<file path="src/rtl/mte_block_packer.sv">
// rtl/mte_block_packer.sv - packs a byte stream into N-bit zero-padded blocks, closing early on EOF_CHAR
// Optional build macro MTE_PACK_STATS_EN adds saturating stat_blocks/stat_frames counters.
module mte_block_packer #(
  parameter int          N        = 256,
  parameter logic [7:0]  EOF_CHAR = 8'h03
) (
  input  logic                    clock,
  input  logic                    reset_n,
  input  logic                    in_valid,
  output logic                    in_ready,
  input  logic [7:0]              in_byte,
  output logic                    out_valid,
  input  logic                    out_ready,
  output logic [N-1:0]            out_block,
  output logic [$clog2(N/8):0]    out_count,
  output logic                    out_last
`ifdef MTE_PACK_STATS_EN
  ,
  output logic [15:0]             stat_blocks,
  output logic [15:0]             stat_frames
`endif
);

  localparam int B    = N / 8;
  localparam int IDXW = $clog2(B);
  localparam int CW   = IDXW + 1;

  localparam logic [1:0] S_EMPTY = 2'd0;
  localparam logic [1:0] S_FILL  = 2'd1;
  localparam logic [1:0] S_PEND  = 2'd2;

  logic [1:0]      state;
  logic [N-1:0]    fill_buf;
  logic [N-1:0]    fill_next;
  logic [IDXW-1:0] idx;
  logic [CW-1:0]   pend_count;
  logic            pend_last;

  logic            accept;
  logic            is_eof;
  logic            closing;
  logic            drain;
  logic            out_free;
  logic [CW-1:0]   close_count;

  assign in_ready    = (state != S_PEND);
  assign accept      = in_valid && in_ready;
  assign is_eof      = (in_byte == EOF_CHAR);
  assign closing     = accept && (is_eof || (idx == IDXW'(B - 1)));
  assign drain       = out_valid && out_ready;
  assign out_free    = !out_valid || out_ready;
  assign close_count = CW'(idx) + CW'(1);

  // Lanes above idx are always zero, so an EOF close needs no extra masking.
  always_comb begin
    fill_next = fill_buf;
    fill_next[{idx, 3'b000} +: 8] = in_byte;
  end

  always_ff @(posedge clock or negedge reset_n) begin
    if (!reset_n) begin
      state      <= S_EMPTY;
      fill_buf   <= '0;
      idx        <= '0;
      pend_count <= '0;
      pend_last  <= 1'b0;
      out_valid  <= 1'b0;
      out_block  <= '0;
      out_count  <= '0;
      out_last   <= 1'b0;
    end else if (state == S_PEND) begin
      // Pending block replaces the draining one, so out_valid stays high.
      if (drain) begin
        out_block <= fill_buf;
        out_count <= pend_count;
        out_last  <= pend_last;
        fill_buf  <= '0;
        state     <= S_EMPTY;
      end
    end else if (closing) begin
      idx <= '0;
      if (out_free) begin
        out_block <= fill_next;
        out_count <= close_count;
        out_last  <= is_eof;
        out_valid <= 1'b1;
        fill_buf  <= '0;
        state     <= S_EMPTY;
      end else begin
        fill_buf   <= fill_next;
        pend_count <= close_count;
        pend_last  <= is_eof;
        state      <= S_PEND;
      end
    end else begin
      if (accept) begin
        fill_buf <= fill_next;
        idx      <= idx + 1'b1;
        state    <= S_FILL;
      end
      if (drain) begin
        out_valid <= 1'b0;
      end
    end
  end

`ifdef MTE_PACK_STATS_EN
  always_ff @(posedge clock or negedge reset_n) begin
    if (!reset_n) begin
      stat_blocks <= '0;
      stat_frames <= '0;
    end else if (drain) begin
      if (stat_blocks != 16'hFFFF) begin
        stat_blocks <= stat_blocks + 16'd1;
      end
      if (out_last && (stat_frames != 16'hFFFF)) begin
        stat_frames <= stat_frames + 16'd1;
      end
    end
  end
`endif

endmodule

</file>
<file path="config.mk">
export PLATFORM = sky130hd
export DESIGN_NAME = mte_block_packer
export DESIGN_NICKNAME = d
export VERILOG_FILES = /design/src/rtl/mte_block_packer.sv
export SDC_FILE = /design/constraint.sdc
export NUM_CORES = 1
export LEC_CHECK = 0
export ABC_AREA = 0
export BUFFER_PORTS_ARGS = -buffer_cell sky130_fd_sc_hd__buf_2
export CORE_MARGIN = 2
export CORE_UTILIZATION = 30
export DETAILED_ROUTE_END_ITERATION = 6
export GPL_TIMING_DRIVEN = 0
export PLACE_DENSITY = 0.49
export REMOVE_ABC_BUFFERS = 1
export SYNTH_ARGS = -nofsm -noshare
export SYNTH_HDL_FRONTEND = slang
export SYNTH_SLANG_ARGS = --single-unit
</file>
<file path="constraint.sdc">
create_clock -name clock -period 2.8 [get_ports clock]
set_input_delay 0.28 -clock clock [delete_from_list [all_inputs] [get_ports clock]]
set_output_delay 0.28 -clock clock [all_outputs]
set_load 0.02 [all_outputs]
</file>
=== Word-level counts from Yosys, hierarchy flattened ===
Index checks and enable logic that the tools add are counted.

* Logic and storage cells: 66
* Register bits: 534
* Output and inout port bits: 265
* Input bits: 12

* Reductions and logical operators: 16
* Muxes and demuxes: 28
* Bitwise logic cells: 2
* Add/subtract/negate cells: 3
* Equal/unequal tests: 6
* Shifts and indexed selects: 2

{| class="wikitable"
|+ Operators with widths
! kind !! count
|-
| two-way mux 256 bit || 9
|-
| bitwise mux 256 bit || 1
|-
| variable shift 8 x 10 -> 256 bit, first input constant || 1
|-
| indexed part select 8 x 10 -> 256 bit || 1
|-
| two-way mux 6 bit || 4
|-
| two-way mux 2 bit || 5
|-
| two-way mux 5 bit || 2
|-
| negator 8 -> 10 bit || 1
|-
| AND reduction 3 bit || 3
|-
| == test 8 x 2 -> 1 bit, second input constant || 1
|-
| nonzero test 2 bit || 4
|-
| two-way mux 1 bit || 7
|-
| adder 5 x 1 -> 6 bit, second input constant || 1
|-
| adder 5 x 1 -> 5 bit, second input constant || 1
|-
| == test 5 bit, second input constant || 1
|-
| != test 2 bit, second input constant || 2
|-
| AND reduction 2 bit || 2
|-
| logical AND 1 bit || 3
|-
| nonzero test 3 bit || 1
|-
| == test 2 bit, second input constant || 1
|-
| logical OR 1 bit || 2
|-
| != test 2 x 1 -> 1 bit, second input constant || 1
|-
| NOT 1 bit || 2
|-
| logical NOT 1 bit || 1
|}

=== Longest topological paths before layout ===
* Depth after elaboration: 6
* Depth in mapped cells: 13
* Gate-level depth less buffers: 8

=== Least setup slack after synthesis ===
OpenSTA, ideal clock, no wires.

* Kind: reg-to-reg
* From: register idx[0]
* To: register out_block[110]
* Required time: 2.663 ns
* Clock period less this slack: 2.813 ns
* Buffers on the path: 3
* Arrival time: 2.675 ns
* Stages on the path, launching flop included: 11
* Setup slack: -0.013 ns
* Setup time: 0.137 ns
* Cell sequence: dfrtp_1 > buf_2 > buf_2 > inv_1 > ha_1 > buf_4 > or3b_4 > a221oi_2 > o211ai_2 > mux2i_1 > a21oi_1

* Longest elaborated chain between the ends: 6
* Elaborated cells between the ends (all ways): 12
* Classes of those cells: add/sub: 1; eq/ne: 1; shift: 2; mux: 4; reduce/logical: 4

{| class="wikitable"
|+ Ends and longest elaborated chain
! what !! RTL line !! RTL
|-
| start, declared || 35 || <nowiki>logic [IDXW-1:0] idx;</nowiki>
|-
| start signal, assigned || 98 || <nowiki>idx <= idx + 1'b1;</nowiki>
|-
| negator 8 -> 10 bit || 57 || <nowiki>fill_next[{idx, 3'b000} +: 8] = in_byte;</nowiki>
|-
| indexed part select 8 x 10 -> 256 bit or variable shift 8 x 10 -> 256 bit (tied branches) || 57 ||
|-
| bitwise mux 256 bit || 57 ||
|-
| two-way mux 256 bit || 82 || <nowiki>if (out_free) begin</nowiki>
|-
| two-way mux 256 bit || 80 || <nowiki>end else if (closing) begin</nowiki>
|-
| two-way mux 256 bit || 71 || <nowiki>end else if (state == S_PEND) begin</nowiki>
|-
| end signal, assigned || 74 || <nowiki>out_block <= fill_buf;</nowiki>
|-
| end signal, assigned || 83 || <nowiki>out_block <= fill_next;</nowiki>
|-
| end, declared || 14 || <nowiki>output logic [N-1:0] out_block,</nowiki>
|}

Several ways; a longest one is shown, not always the timed one. The select of a mux whose other input is x is not followed.
A chain may end at the register's enable or synchronous reset.

=== Worst setup path in the final report ===
* From: register idx[0]
* To: register out_block[177]

Same word-level chain as after synthesis.

==> results.txt <==
area grow syn2layout = 30.5%
first-pass GRT wire length = 126000 µm
Synth area leader = dfrtp_1
Arr. time, crit path = 3.24 ns
slowest stage delay, CP = 0.55 ns
clk sinks = 534
crit path kind = reg -> reg
CP bufs+invs = 3
EDFF count, synth = 0
post-synth design cell area = 23300 µm²
M1 GR Usage = 28.6%
GR Overflow Total = 0
Slew Limit Fails = 0
largest net degree at the start of global routing = 124
initial core utilization = 30.2%
Slew HR = 19.8%
register area share after synthesis = 57.3%
Fillers = 7532
Cells after Synth = 2205
slowest cell on the critical path = or3_1
Die H = 283 µm
Placer Congestion = 0.795
vias in the first global route = 19372
Die X = 283 µm
initial antenna violation count = 0
worst hold-check path type = in -> async
setup TNS = 0 ns
count of cell types in the netlist = 69
Core ar. = 77200 µm²
layout cells sized above 1 = 27.0%
asr flop ratio synth = 100%
Power Density = 895 nW/µm²
WHS = 0.234 ns
Post-synth top flop = dfrtp_1
Peak VDD IR = 0.684 mV
CTS tree = yes
Clock transition at path regs = 0.06 ns
# nets final = 2569
CP endpoint kind = register
clk_skew = 0.0305 ns
CP Max Fanout = 10
GRT met3 Usage = 4.32%
worst slew pin tran = 1.20 ns
CTS max path bufs = 3
vias = 19241
cell with the most instances after synthesis = dfrtp_1
Top Usage Layer GRT = met2
CP top delay family = simple AND/OR/NAND/NOR gates
root buf cell = clkbuf_16
Final min period = 2.78 ns
final hold vios = 0
total CTS buffers = 66
static leakage = 12.9 nW
Detailed Route Iter0 Violations = 1252
Synth warnings = 0
row count = 102
fmax = 360 MHz
number of remaining DRC errors = 0
top post-synthesis cells by count = dfrtp_1 (534), nand2_1 (316), nor2_1 (228), a21oi_1 (201), o2bb2ai_1 (192)
Seq cells post-synth = 534
Pre-antenna DRT Iters = 5
Top Ports = 277
critical path required time = 3.26 ns
RSZ-0062 raised after global routing = true
Total Routed Length = 85200 µm
Worst-Skew Late Latency = 0.61 ns
Syn Area/Cell = 10.6 µm²
GRT Total Usage = 21.0%
CP Launch Type = register
Final Setup Violations = 0
status = finished clean
H-tree levels = 3
Die Area = 80000 µm²
synth top area cells = dfrtp_1 (57%), o2bb2ai_1 (7.2%), mux2i_1 (5.6%)
worst-path cell chain = buf_6 -> inv_2 -> ha_4 -> buf_4 -> nand2b_2 -> o32a_4 -> or3_1 -> nand2_1 -> a31oi_1
Post-DRT Antenna Nets = 0
WL/cell = 23.4 µm
Yosys top cell area share = 57.3%
Max Cap Viol = 0
vias per cell = 5.29
post-DP HPWL = 54600 µm
M2 GR Usage = 33.6%
Final Cycle Share = 99.3%
PortBufs = 276
==> stage by stage <==
step	std cells	total power [mW]	area, µm²	setup WS (ns)	utilization (%)
2_1_floorplan	2058	13.5	22600	-22.19	-
3_3_place_gp	3374	16.5	25300	-38.87	32.8
3_5_place_dp	3414	16.5	26000	-1.95	33.6
4_1_cts	3595	26.7	29500	-0.0928	38.3
5_1_grt	3639	28.5	30400	-0.0613	39.4
6_report	3640	27.2	30400	0.0187	39.4
==> kinds of logic (layout without fill, tap and decap cells) <==
| kind of cell | count (synthesis) | after routing | share of synthesized area (%) |
|---|---|---|---|
| compound gates | 685 | 687 | 20.7 |
| xor+xnor | 2 | 2 | 0.0751 |
| fa+ha+maj | 6 | 6 | 0.322 |
| buf+inv | 153 | 542 | 3.04 |
| flops | 534 | 534 | 57.3 |
| mux | 134 | 134 | 5.77 |
| other cells | 0 | 1 | 0 |
| simple gates | 691 | 694 | 12.8 |
==> sequential cells by signal, summed over array words and instances, names as in the netlist <==
| register | flops |
|---|---|
| pend_count | 6 |
| fill_buf | 256 |
| out_block | 256 |
| out_last | 1 |
| out_count | 6 |
| state | 2 |
| idx | 5 |
| pend_last | 1 |
| out_valid | 1 |
==> layer usage <==
layer	wire (µm)	vias up
li1	-	8705
met1	38000	9802
met5	0	-
met3	5330	110
met4	1820	0
met2	40000	624
==> placed cells by master, fill, tap and decap left out, drive strengths merged, types with 5 or more instances in the layout <==
master	n
mux2i	130
nor2	229
nand2b	5
nand2	317
a32o	24
dfrtp	534
a211oi	11
o21ai	82
a21oi	201
nor2b	8
or3	9
a31oi	109
clkinv	13
nand3	35
a22o	42
and3	19
buf	415
nor3	21
and2	35
inv	8
o2bb2ai	192
ha	6
clkbuf	97
==> final timing paths <==
| path | to | depth (start not counted) | from | slack (ns) |
|---|---|---|---|---|
| setup / recovery | out_block[177] | 9 | idx[0] | 0.02 |
| min in group clock | out_block[65] | 3 | in_byte[1] | 0.41 |
| setup reg to reg | out_block[177] | 9 | idx[0] | 0.02 |
| max in group asynchronous | idx[3] | 5 | reset_n | 0.52 |
| hold / removal | out_block[208] | 2 | reset_n | 0.23 |
| hold reg to reg | out_block[128] | 2 | out_block[128] | 0.47 |
==> layout make-up <==
type	instances	area, µm²	share of cell area, %
tap	1040	1300	4.28
inverter	6	27.5	0.0905
timing repair buffer	420	3140	10.3
antenna	1	2.50	0.00822
clock buffer	95	2020	6.63
clock inverter	21	206	0.678
sequential	534	13400	43.9
multi-input combinational	1523	10400	34.1
==> report_power, final <==
part	switching [mW]	internal (mW)
Sequential	0.649	8.63
Combinational	6.20	3.02
Clock	3.44	5.29
Total	10.3	16.9
==> timing repair <==
action	in CTS	in global routing
endpoints found under the setup margin	526	429
hold endpoints to repair	103	0
setup buffers	59	43
hold buffers	3	0
pin swaps	18	13
cloned	3	2
resized for setup	137	100
Note: power is estimated with default switching activity, not from simulation.
